**config.mk**
```make
export PLATFORM = sky130hd
export DESIGN_NAME = ldm_stm_sequencer
export DESIGN_NICKNAME = d
export VERILOG_FILES = /design/src/rtl/ldm_pkg.sv /design/src/rtl/lowest_set_bit.sv /design/src/rtl/ldm_stm_sequencer.sv
export SDC_FILE = /design/constraint.sdc
export NUM_CORES = 1
export LEC_CHECK = 0
export ABC_AREA = 1
export CAP_MARGIN = 10
export CORE_MARGIN = 2
export CORE_UTILIZATION = 59
export DETAILED_ROUTE_END_ITERATION = 10
export GPL_TIMING_DRIVEN = 0
export PLACE_DENSITY = 0.85
export REMOVE_ABC_BUFFERS = 1
export SLEW_MARGIN = 25
export SYNTH_ARGS = -nofsm -noshare
export SYNTH_HDL_FRONTEND = slang
export SYNTH_SLANG_ARGS = --single-unit
```
**constraint.sdc**
```tcl
create_clock -name clk_i -period 15.15 [get_ports clk_i]
set_input_delay 3.7875 -clock clk_i [delete_from_list [all_inputs] [get_ports clk_i]]
set_output_delay 3.7875 -clock clk_i [all_outputs]
set_load 0.01 [all_outputs]
```
**src/rtl/ldm_pkg.sv**
```systemverilog
// rtl/ldm_pkg.sv - shared types and constants for the LDM/STM multi-register sequencer
package ldm_pkg;

  typedef enum logic [2:0] {
    S_IDLE,
    S_SETUP,
    S_RDREG,
    S_MREQ,
    S_MWAIT,
    S_WRREG,
    S_WB,
    S_DONE
  } ldm_state_t;

  // Addressing modes indexed by {p_bit, u_bit}
  localparam logic [1:0] MODE_DA = 2'b00;
  localparam logic [1:0] MODE_IA = 2'b01;
  localparam logic [1:0] MODE_DB = 2'b10;
  localparam logic [1:0] MODE_IB = 2'b11;

  localparam int unsigned DEF_WORD_BYTES = 4;

endpackage

```
**src/rtl/lowest_set_bit.sv**
```systemverilog
// rtl/lowest_set_bit.sv - 16-bit priority encoder returning the lowest set bit index
module lowest_set_bit (
  input  logic [15:0] bits_i,
  output logic [3:0]  idx_o,
  output logic        any_o
);

  // Scan from the top so the lowest set bit is the last one to win
  always_comb begin
    idx_o = '0;
    any_o = 1'b0;
    for (int i = 15; i >= 0; i--) begin
      if (bits_i[i]) begin
        idx_o = 4'(i);
        any_o = 1'b1;
      end
    end
  end

endmodule

```
**src/rtl/ldm_stm_sequencer.sv**
```systemverilog
// rtl/ldm_stm_sequencer.sv - walks a register list, moving registers between register file and memory
module ldm_stm_sequencer
  import ldm_pkg::*;
#(
  parameter int unsigned WORD_BYTES = DEF_WORD_BYTES
) (
  input  logic        clk_i,
  input  logic        rst_ni,
  input  logic        start_i,
  input  logic        is_load_i,
  input  logic        p_bit_i,
  input  logic        u_bit_i,
  input  logic        wback_i,
  input  logic [3:0]  rn_i,
  input  logic [31:0] base_i,
  input  logic [15:0] reg_list_i,
  output logic        busy_o,
  output logic        done_o,
  output logic        mem_req_o,
  output logic        mem_we_o,
  output logic [31:0] mem_addr_o,
  output logic [31:0] mem_wdata_o,
  input  logic        mem_ready_i,
  input  logic        mem_rvalid_i,
  input  logic [31:0] mem_rdata_i,
  output logic [3:0]  rf_ra_o,
  input  logic [31:0] rf_rd_i,
  output logic [3:0]  rf_wa_o,
  output logic [31:0] rf_wd_o,
  output logic        rf_we_o,
  output logic        pc_load_o
);

  localparam logic [31:0] STRIDE = 32'(WORD_BYTES);

  ldm_state_t  state_q;
  logic [15:0] list_q;
  logic        load_q, p_q, u_q, wback_q, rn_in_list_q, wd_held_q;
  logic [3:0]  rn_q, rf_wa_q;
  logic [31:0] base_q, addr_q, final_q, wdata_q, rf_wd_q;
  logic        rf_we_q, pc_load_q;

  logic [3:0]  idx;
  logic        any;
  logic [15:0] list_d;
  logic [4:0]  cnt;
  logic [31:0] span, start_addr, final_d;

  lowest_set_bit u_lsb (
    .bits_i (list_q),
    .idx_o  (idx),
    .any_o  (any)
  );

  always_comb begin
    cnt = '0;
    for (int i = 0; i < 16; i++) cnt = cnt + {4'b0, list_q[i]};
    span    = 32'(cnt) * STRIDE;
    final_d = u_q ? base_q + span : base_q - span;
    case ({p_q, u_q})
      MODE_IA: start_addr = base_q;
      MODE_IB: start_addr = base_q + STRIDE;
      MODE_DA: start_addr = base_q - span + STRIDE;
      MODE_DB: start_addr = base_q - span;
      default: start_addr = base_q;
    endcase
    list_d = list_q & ~(16'h1 << idx);
  end

  // Request signals decode straight from state so an async reset drops them at once
  assign busy_o      = (state_q != S_IDLE);
  assign done_o      = (state_q == S_DONE);
  assign mem_req_o   = (state_q == S_MREQ);
  assign mem_we_o    = mem_req_o & ~load_q;
  assign mem_addr_o  = mem_req_o ? addr_q : '0;
  assign mem_wdata_o = mem_we_o ? (wd_held_q ? wdata_q : rf_rd_i) : '0;
  assign rf_ra_o     = (state_q == S_RDREG) ? idx : '0;
  assign rf_wa_o     = rf_wa_q;
  assign rf_wd_o     = rf_wd_q;
  assign rf_we_o     = rf_we_q;
  assign pc_load_o   = pc_load_q;

  always_ff @(posedge clk_i or negedge rst_ni) begin
    if (!rst_ni) begin
      state_q      <= S_IDLE;
      list_q       <= '0;
      load_q       <= 1'b0;
      p_q          <= 1'b0;
      u_q          <= 1'b0;
      wback_q      <= 1'b0;
      rn_in_list_q <= 1'b0;
      wd_held_q    <= 1'b0;
      rn_q         <= '0;
      base_q       <= '0;
      addr_q       <= '0;
      final_q      <= '0;
      wdata_q      <= '0;
      rf_wa_q      <= '0;
      rf_wd_q      <= '0;
      rf_we_q      <= 1'b0;
      pc_load_q    <= 1'b0;
    end else begin
      rf_we_q   <= 1'b0;
      pc_load_q <= 1'b0;
      rf_wa_q   <= '0;
      rf_wd_q   <= '0;
      case (state_q)
        S_IDLE: begin
          if (start_i) begin
            list_q       <= reg_list_i;
            base_q       <= base_i;
            rn_q         <= rn_i;
            load_q       <= is_load_i;
            p_q          <= p_bit_i;
            u_q          <= u_bit_i;
            wback_q      <= wback_i;
            rn_in_list_q <= reg_list_i[rn_i];
            state_q      <= S_SETUP;
          end
        end
        S_SETUP: begin
          addr_q  <= start_addr;
          final_q <= final_d;
          if (!any)        state_q <= S_DONE;
          else if (load_q) state_q <= S_MREQ;
          else             state_q <= S_RDREG;
        end
        S_RDREG: state_q <= S_MREQ;
        S_MREQ: begin
          if (mem_ready_i) begin
            addr_q    <= addr_q + STRIDE;
            wd_held_q <= 1'b0;
            if (load_q) begin
              state_q <= S_MWAIT;
            end else begin
              list_q <= list_d;
              if (list_d != '0) begin
                state_q <= S_RDREG;
              end else if (wback_q) begin
                state_q   <= S_WB;
                rf_we_q   <= 1'b1;
                rf_wa_q   <= rn_q;
                rf_wd_q   <= final_q;
                pc_load_q <= (rn_q == 4'hF);
              end else begin
                state_q <= S_DONE;
              end
            end
          end else if (!load_q && !wd_held_q) begin
            // Register read data is only valid for one cycle; keep it for a stalled store
            wdata_q   <= rf_rd_i;
            wd_held_q <= 1'b1;
          end
        end
        S_MWAIT: begin
          if (mem_rvalid_i) begin
            rf_we_q   <= 1'b1;
            rf_wa_q   <= idx;
            rf_wd_q   <= mem_rdata_i;
            pc_load_q <= (idx == 4'hF);
            list_q    <= list_d;
            state_q   <= S_WRREG;
          end
        end
        S_WRREG: begin
          if (any) begin
            state_q <= S_MREQ;
          end else if (wback_q && !rn_in_list_q) begin
            state_q   <= S_WB;
            rf_we_q   <= 1'b1;
            rf_wa_q   <= rn_q;
            rf_wd_q   <= final_q;
            pc_load_q <= (rn_q == 4'hF);
          end else begin
            state_q <= S_DONE;
          end
        end
        S_WB:    state_q <= S_DONE;
        S_DONE:  state_q <= S_IDLE;
        default: state_q <= S_IDLE;
      endcase
    end
  end

endmodule

```
==> reports/qor.yml, run 1 <==
status: "complete, no violations"
nets: 2371
drc_errors: 0
syn_inst: 2049
synth-seq-cells: 195
r2r-end: "addr_q[17]"
cp_slowest_cell: "clkdlybuf4s50_1"
synth_commonest_cells: "nand2_1, nor2_1, inv_1"
r2r_slack_ns: 8.47
initialDrtViolationCount: 1447
portBuffers: 234
min-delay-start: "final_q[22]"
die_h_um: 158
yosys_warnings: 0
boundaryPins: 235
area_growth_pct: 22.7
synth.most_common_cell: "nand2_1"
period_share_pct: 59.2
netlist_top_cells_area: "dfrtp_1, nand2_1, nor2_1"
rows: 56
grt_pass1_vias: 13600
cts_setup_buffers: 0
wl_met2_um: 21100
critical_path.max_fanout: 2
grt.total_usage_pct: 36.0
yosysTopAreaCell: "dfrtp_1"
path_cells: "clkdlybuf4s50_1 > inv_1 > nor2_1 > a21oi_1 > nor2_1 > clkdlybuf4s50_1"
drt-total-wl_um: 45000
met3_length_um: 3600
grt_pass1_wl_um: 69800
relSlewSlack_pct: 35.5
floorplan.die_area_mm2: 0.0250
endpoint_kind: "output port"
cts_tree: "done"
cp_slowest_stage_delay_ns: 0.57
hold-path-cell-count: 2
avgSynthCellArea_um2: 6.85
setup_tns_ns: 0
crit_path_start_kind: "input pin"
ant_nets: 0
first_pass_iters: 6
report.final.hold_viol_count: 0
critPathArrivalTime_ns: 5.18
synth_area_mm2: 0.0140
dp_hpwl_um: 34000
cts_inserted_buffers: 17
grt_setup_unrepaired: "no"
hold_end: "rf_wd_o[22]"
die_x_um: 158
grt_max_degree: 76
wire_per_inst_um: 17.7
core-area_mm2: 0.0234
skew_ns: 0.0155
viasPerCell: 5.80
gp_congestion: 1.01
r2r-start: "list_q[3]"
clk_pin_slew_worst_paths_ns: 0.07
vias: 14800
clockRootBuffer: "clkbuf_16"
async_flop_share_pct: 100
clockBufferDepth: 2
worstHoldPathType: "flop to flop"
highest_layer: "met4"
n_fill_cell: 1939
synth_edf_count: 0
critPathKind: "input pin to output port"
initial_core_util_pct: 60.0
yosys_most_used_dff: "dfrtp_1"
fmax_ghz: 0.111
drt-met1-wl_um: 18500
synth_seq_area_share_pct: 34.8
synth.top_cell.area_share_pct: 34.8
maxSlewViolCount: 0
synth_cell_types: 60
worst-slew-pin-transition_ns: 0.961
setup_viol: 0
cap_violations: 0
cts-htree-levels: 4
grt-ovfl-total: 0
clk_latency_ns: 0.46
cts_hold_buf: 0
reg2reg_depth: 29
cts.repair.resized: 0
period_needed_ns: 8.97
worstPathRequired_ns: 11.36
antenna_found_initial: 2
drive_gt1_share_pct: 7.55
cts_sinks: 195
registers in the layout, indices dropped and copies added, names as in the netlist, 3 cells and up:
register	flops
state_q	3
list_q	16
wdata_q	32
rf_wd_o	32
addr_q	32
final_q	32
rf_wa_o	4
base_q	32
rn_q	4
critical path: cells and delay by family:
family | cells | cell delay [ns]
buffers and inverters | 3 | 1.08
AO/OA/AOI/OAI | 1 | 0.08
AND/OR/NAND/NOR | 2 | 0.23
stage by stage:
| stage | instance area [um2] | setup WS (ns) | utilization [%] | hold slack, ns | instances |
|---|---|---|---|---|---|
| after floorplan | 13600 | 7.18 | - | 0.442 | 1951 |
| final | 17200 | 6.18 | 73.6 | 0.475 | 2546 |
| after global routing | 17200 | 6.11 | 73.6 | 0.501 | 2546 |
| after CTS | 17200 | 6.19 | 73.6 | 0.476 | 2544 |
| after global placement | 16300 | 2.18 | 69.8 | 0.452 | 2504 |
| after detailed placement | 16600 | 6.19 | 71.0 | 0.457 | 2513 |
worst max path at each step:
stage	end	slack (ns)	from
after floorplan	mem_wdata_o[0]	7.18	state_q[0]
after global placement	addr_q[3]	2.18	rst_ni
after detailed placement	mem_wdata_o[28]	6.19	rf_rd_i[28]
after CTS	mem_wdata_o[28]	6.19	rf_rd_i[28]
after global routing	mem_wdata_o[0]	6.11	rf_rd_i[0]
final	mem_wdata_o[28]	6.18	rf_rd_i[28]
routing by layer:
layer  track usage (%)  vias to the layer above
met4              14.4                        0
met1              48.1                     6949
met3              5.28                      119
met5                 0                        -
li1                  -                     6971
met2              58.9                      723
layout by cell type, fill, tap and decap left out, drive strengths merged, types with 10 or more instances in the layout:
master	Yosys	final
ha	21	21
nand3	95	95
xor2	40	40
nor4	10	10
clkinv	5	12
nor3	30	30
o21a	10	10
o22ai	12	12
a21oi	147	147
o21ai	160	160
fa	12	12
a31oi	15	15
inv	239	241
nand4	40	40
nor2	309	309
nand2	533	533
clkdlybuf4s50	0	233
o211ai	30	30
buf	28	10
clkbuf	70	17
dfrtp	195	195
cell families after synthesis:
| group | count (synthesis) | synth area share, % |
|---|---|---|
| AOI/OAI and AO/OA | 405 | 16.8 |
| adders and majority gates | 33 | 3.58 |
| and+or+nand+nor | 1028 | 32.0 |
| muxes | 6 | 0.481 |
| buffers and inverters | 342 | 9.70 |
| DFF | 195 | 34.8 |
| xor gates and xnor gates | 40 | 2.71 |
final cells by class:
class | count | area [um2] | share of cell area [%]
diodes | 2 | 5.00 | 0.0291
clock buffers | 17 | 425 | 2.47
well taps | 319 | 399 | 2.32
flip-flops and latches | 195 | 4880 | 28.3
clock inverters | 14 | 174 | 1.01
inverters | 244 | 922 | 5.35
multi-input cells | 1512 | 7840 | 45.5
repair buffers | 243 | 2570 | 14.9
Power of run 1 is left out: the tool's default activity adds up to more than one toggle a clock period on the data nets, which glitch-free logic cannot reach.
==> run 2: changes to the inputs <==
Settings changed: CORE_UTILIZATION 59 to 50, PLACE_DENSITY 0.85 to 0.77.
Clock period 15.15 ns to 8 ns, I/O delays scaled along.
==> reports/qor.yml, run 2 (synthesized netlist as in run 1, its figures left out) <==
core-area_mm2: 0.0277
skew_ns: 0.0128
worstPathRequired_ns: 8.35
cts_inserted_buffers: 17
ant_nets: 0
critPathArrivalTime_ns: 7.06
cp_slowest_cell: "fa_1"
clockBufferDepth: 2
period_share_pct: 83.9
grt_setup_unrepaired: "no"
cts-htree-levels: 4
antenna_found_initial: 1
fmax_ghz: 0.149
grt_max_degree: 75
drt-total-wl_um: 45500
setup_viol: 0
cts_setup_buffers: 0
clk_latency_ns: 0.47
period_needed_ns: 6.71
crit_path_start_kind: "flop"
floorplan.die_area_mm2: 0.0294
die_h_um: 172
worst-slew-pin-transition_ns: 1.01
post-route-util_pct: 62.4
status: "complete, no violations"
cts.repair.resized: 0
cts_tree: "done"
die_x_um: 172
rows: 61
endpoint_kind: "flop"
cts_sinks: 195
initial_core_util_pct: 50.7
grt-ovfl-total: 0
worstHoldPathType: "flop to flop"
maxSlewViolCount: 0
report.final.hold_viol_count: 0
portBuffers: 234
clk_pin_slew_worst_paths_ns: 0.07
grt_pass1_wl_um: 71700
grt_pass1_vias: 13500
initialDrtViolationCount: 1429
wire_per_inst_um: 17.5
first_pass_iters: 6
relSlewSlack_pct: 32.5
clockRootBuffer: "clkbuf_16"
viasPerCell: 5.55
dp_hpwl_um: 34400
final_common_cell: "nand2_1"
drc_errors: 0
setup_tns_ns: 0
critical_path.max_fanout: 7
vias: 14500
cap_violations: 0
gp_congestion: 0.986
drive_gt1_share_pct: 7.60
boundaryPins: 235
critPathKind: "flop to flop"
cts_hold_buf: 0
grt.total_usage_pct: 31.5
cp_slowest_stage_delay_ns: 0.57
nets: 2370
area_growth_pct: 23.2
final_cell_mix: "nand2_1, nor2_1, clkdlybuf4s50_1, inv_1, dfrtp_1"
[run 2: final timing paths]
kind | slack, ns | startpoint | depth (start not counted) | endpoint
max | 1.29 | list_q[3] | 29 | addr_q[17]
min | 0.47 | final_q[14] | 2 | rf_wd_o[14]
max reg2reg | 1.29 | list_q[3] | 29 | addr_q[17]
min reg2reg | 0.47 | final_q[14] | 2 | rf_wd_o[14]
max in group asynchronous | 5.79 | rst_ni | 2 | base_q[7]
min in group asynchronous | 1.45 | rst_ni | 1 | wdata_q[18]
[run 2: area by class of cell]
type	count	area, um2
fillers	2513	10400
multi-input cells	1512	7850
flip-flops and latches	195	4880
repair buffers	242	2550
inverters	244	922
well taps	378	473
clock buffers	18	439
clock inverters	14	169
diodes	1	2.50
[run 2: worst max-delay path, delay by kind of cell (launching register included)]
family / cells / cell delay (ns)
adders and majority gates: 7 / 3.06
xor gates and xnor gates: 2 / 0.58
AOI/OAI and AO/OA: 3 / 0.39
DFF: 1 / 0.41
buffers and inverters: 3 / 0.29
and+or+nand+nor: 14 / 1.84
[run 2: layer usage]
layer / vias to the layer above / GRT usage (%) / share of wire [%]
li1: 6962 / - / -
met1: 6808 / 41.6 / 43
met2: 588 / 52.1 / 47
met3: 94 / 5.36 / 6.7
met4: 0 / 11.3 / 3.3
met5: - / 0 / 0
[run 2: metrics by stage]
stage	cell area (um2)	setup slack [ns]	hold WS, ns	cells
after floorplan	13600	1.48	0.442	1951
after global placement	16400	-3.35	0.452	2563
after detailed placement	16700	1.42	0.457	2571
after CTS	17300	1.37	0.474	2603
after global routing	17300	0.904	0.504	2604
final	17300	1.29	0.473	2604
Power of run 2 is left out for the same reason.
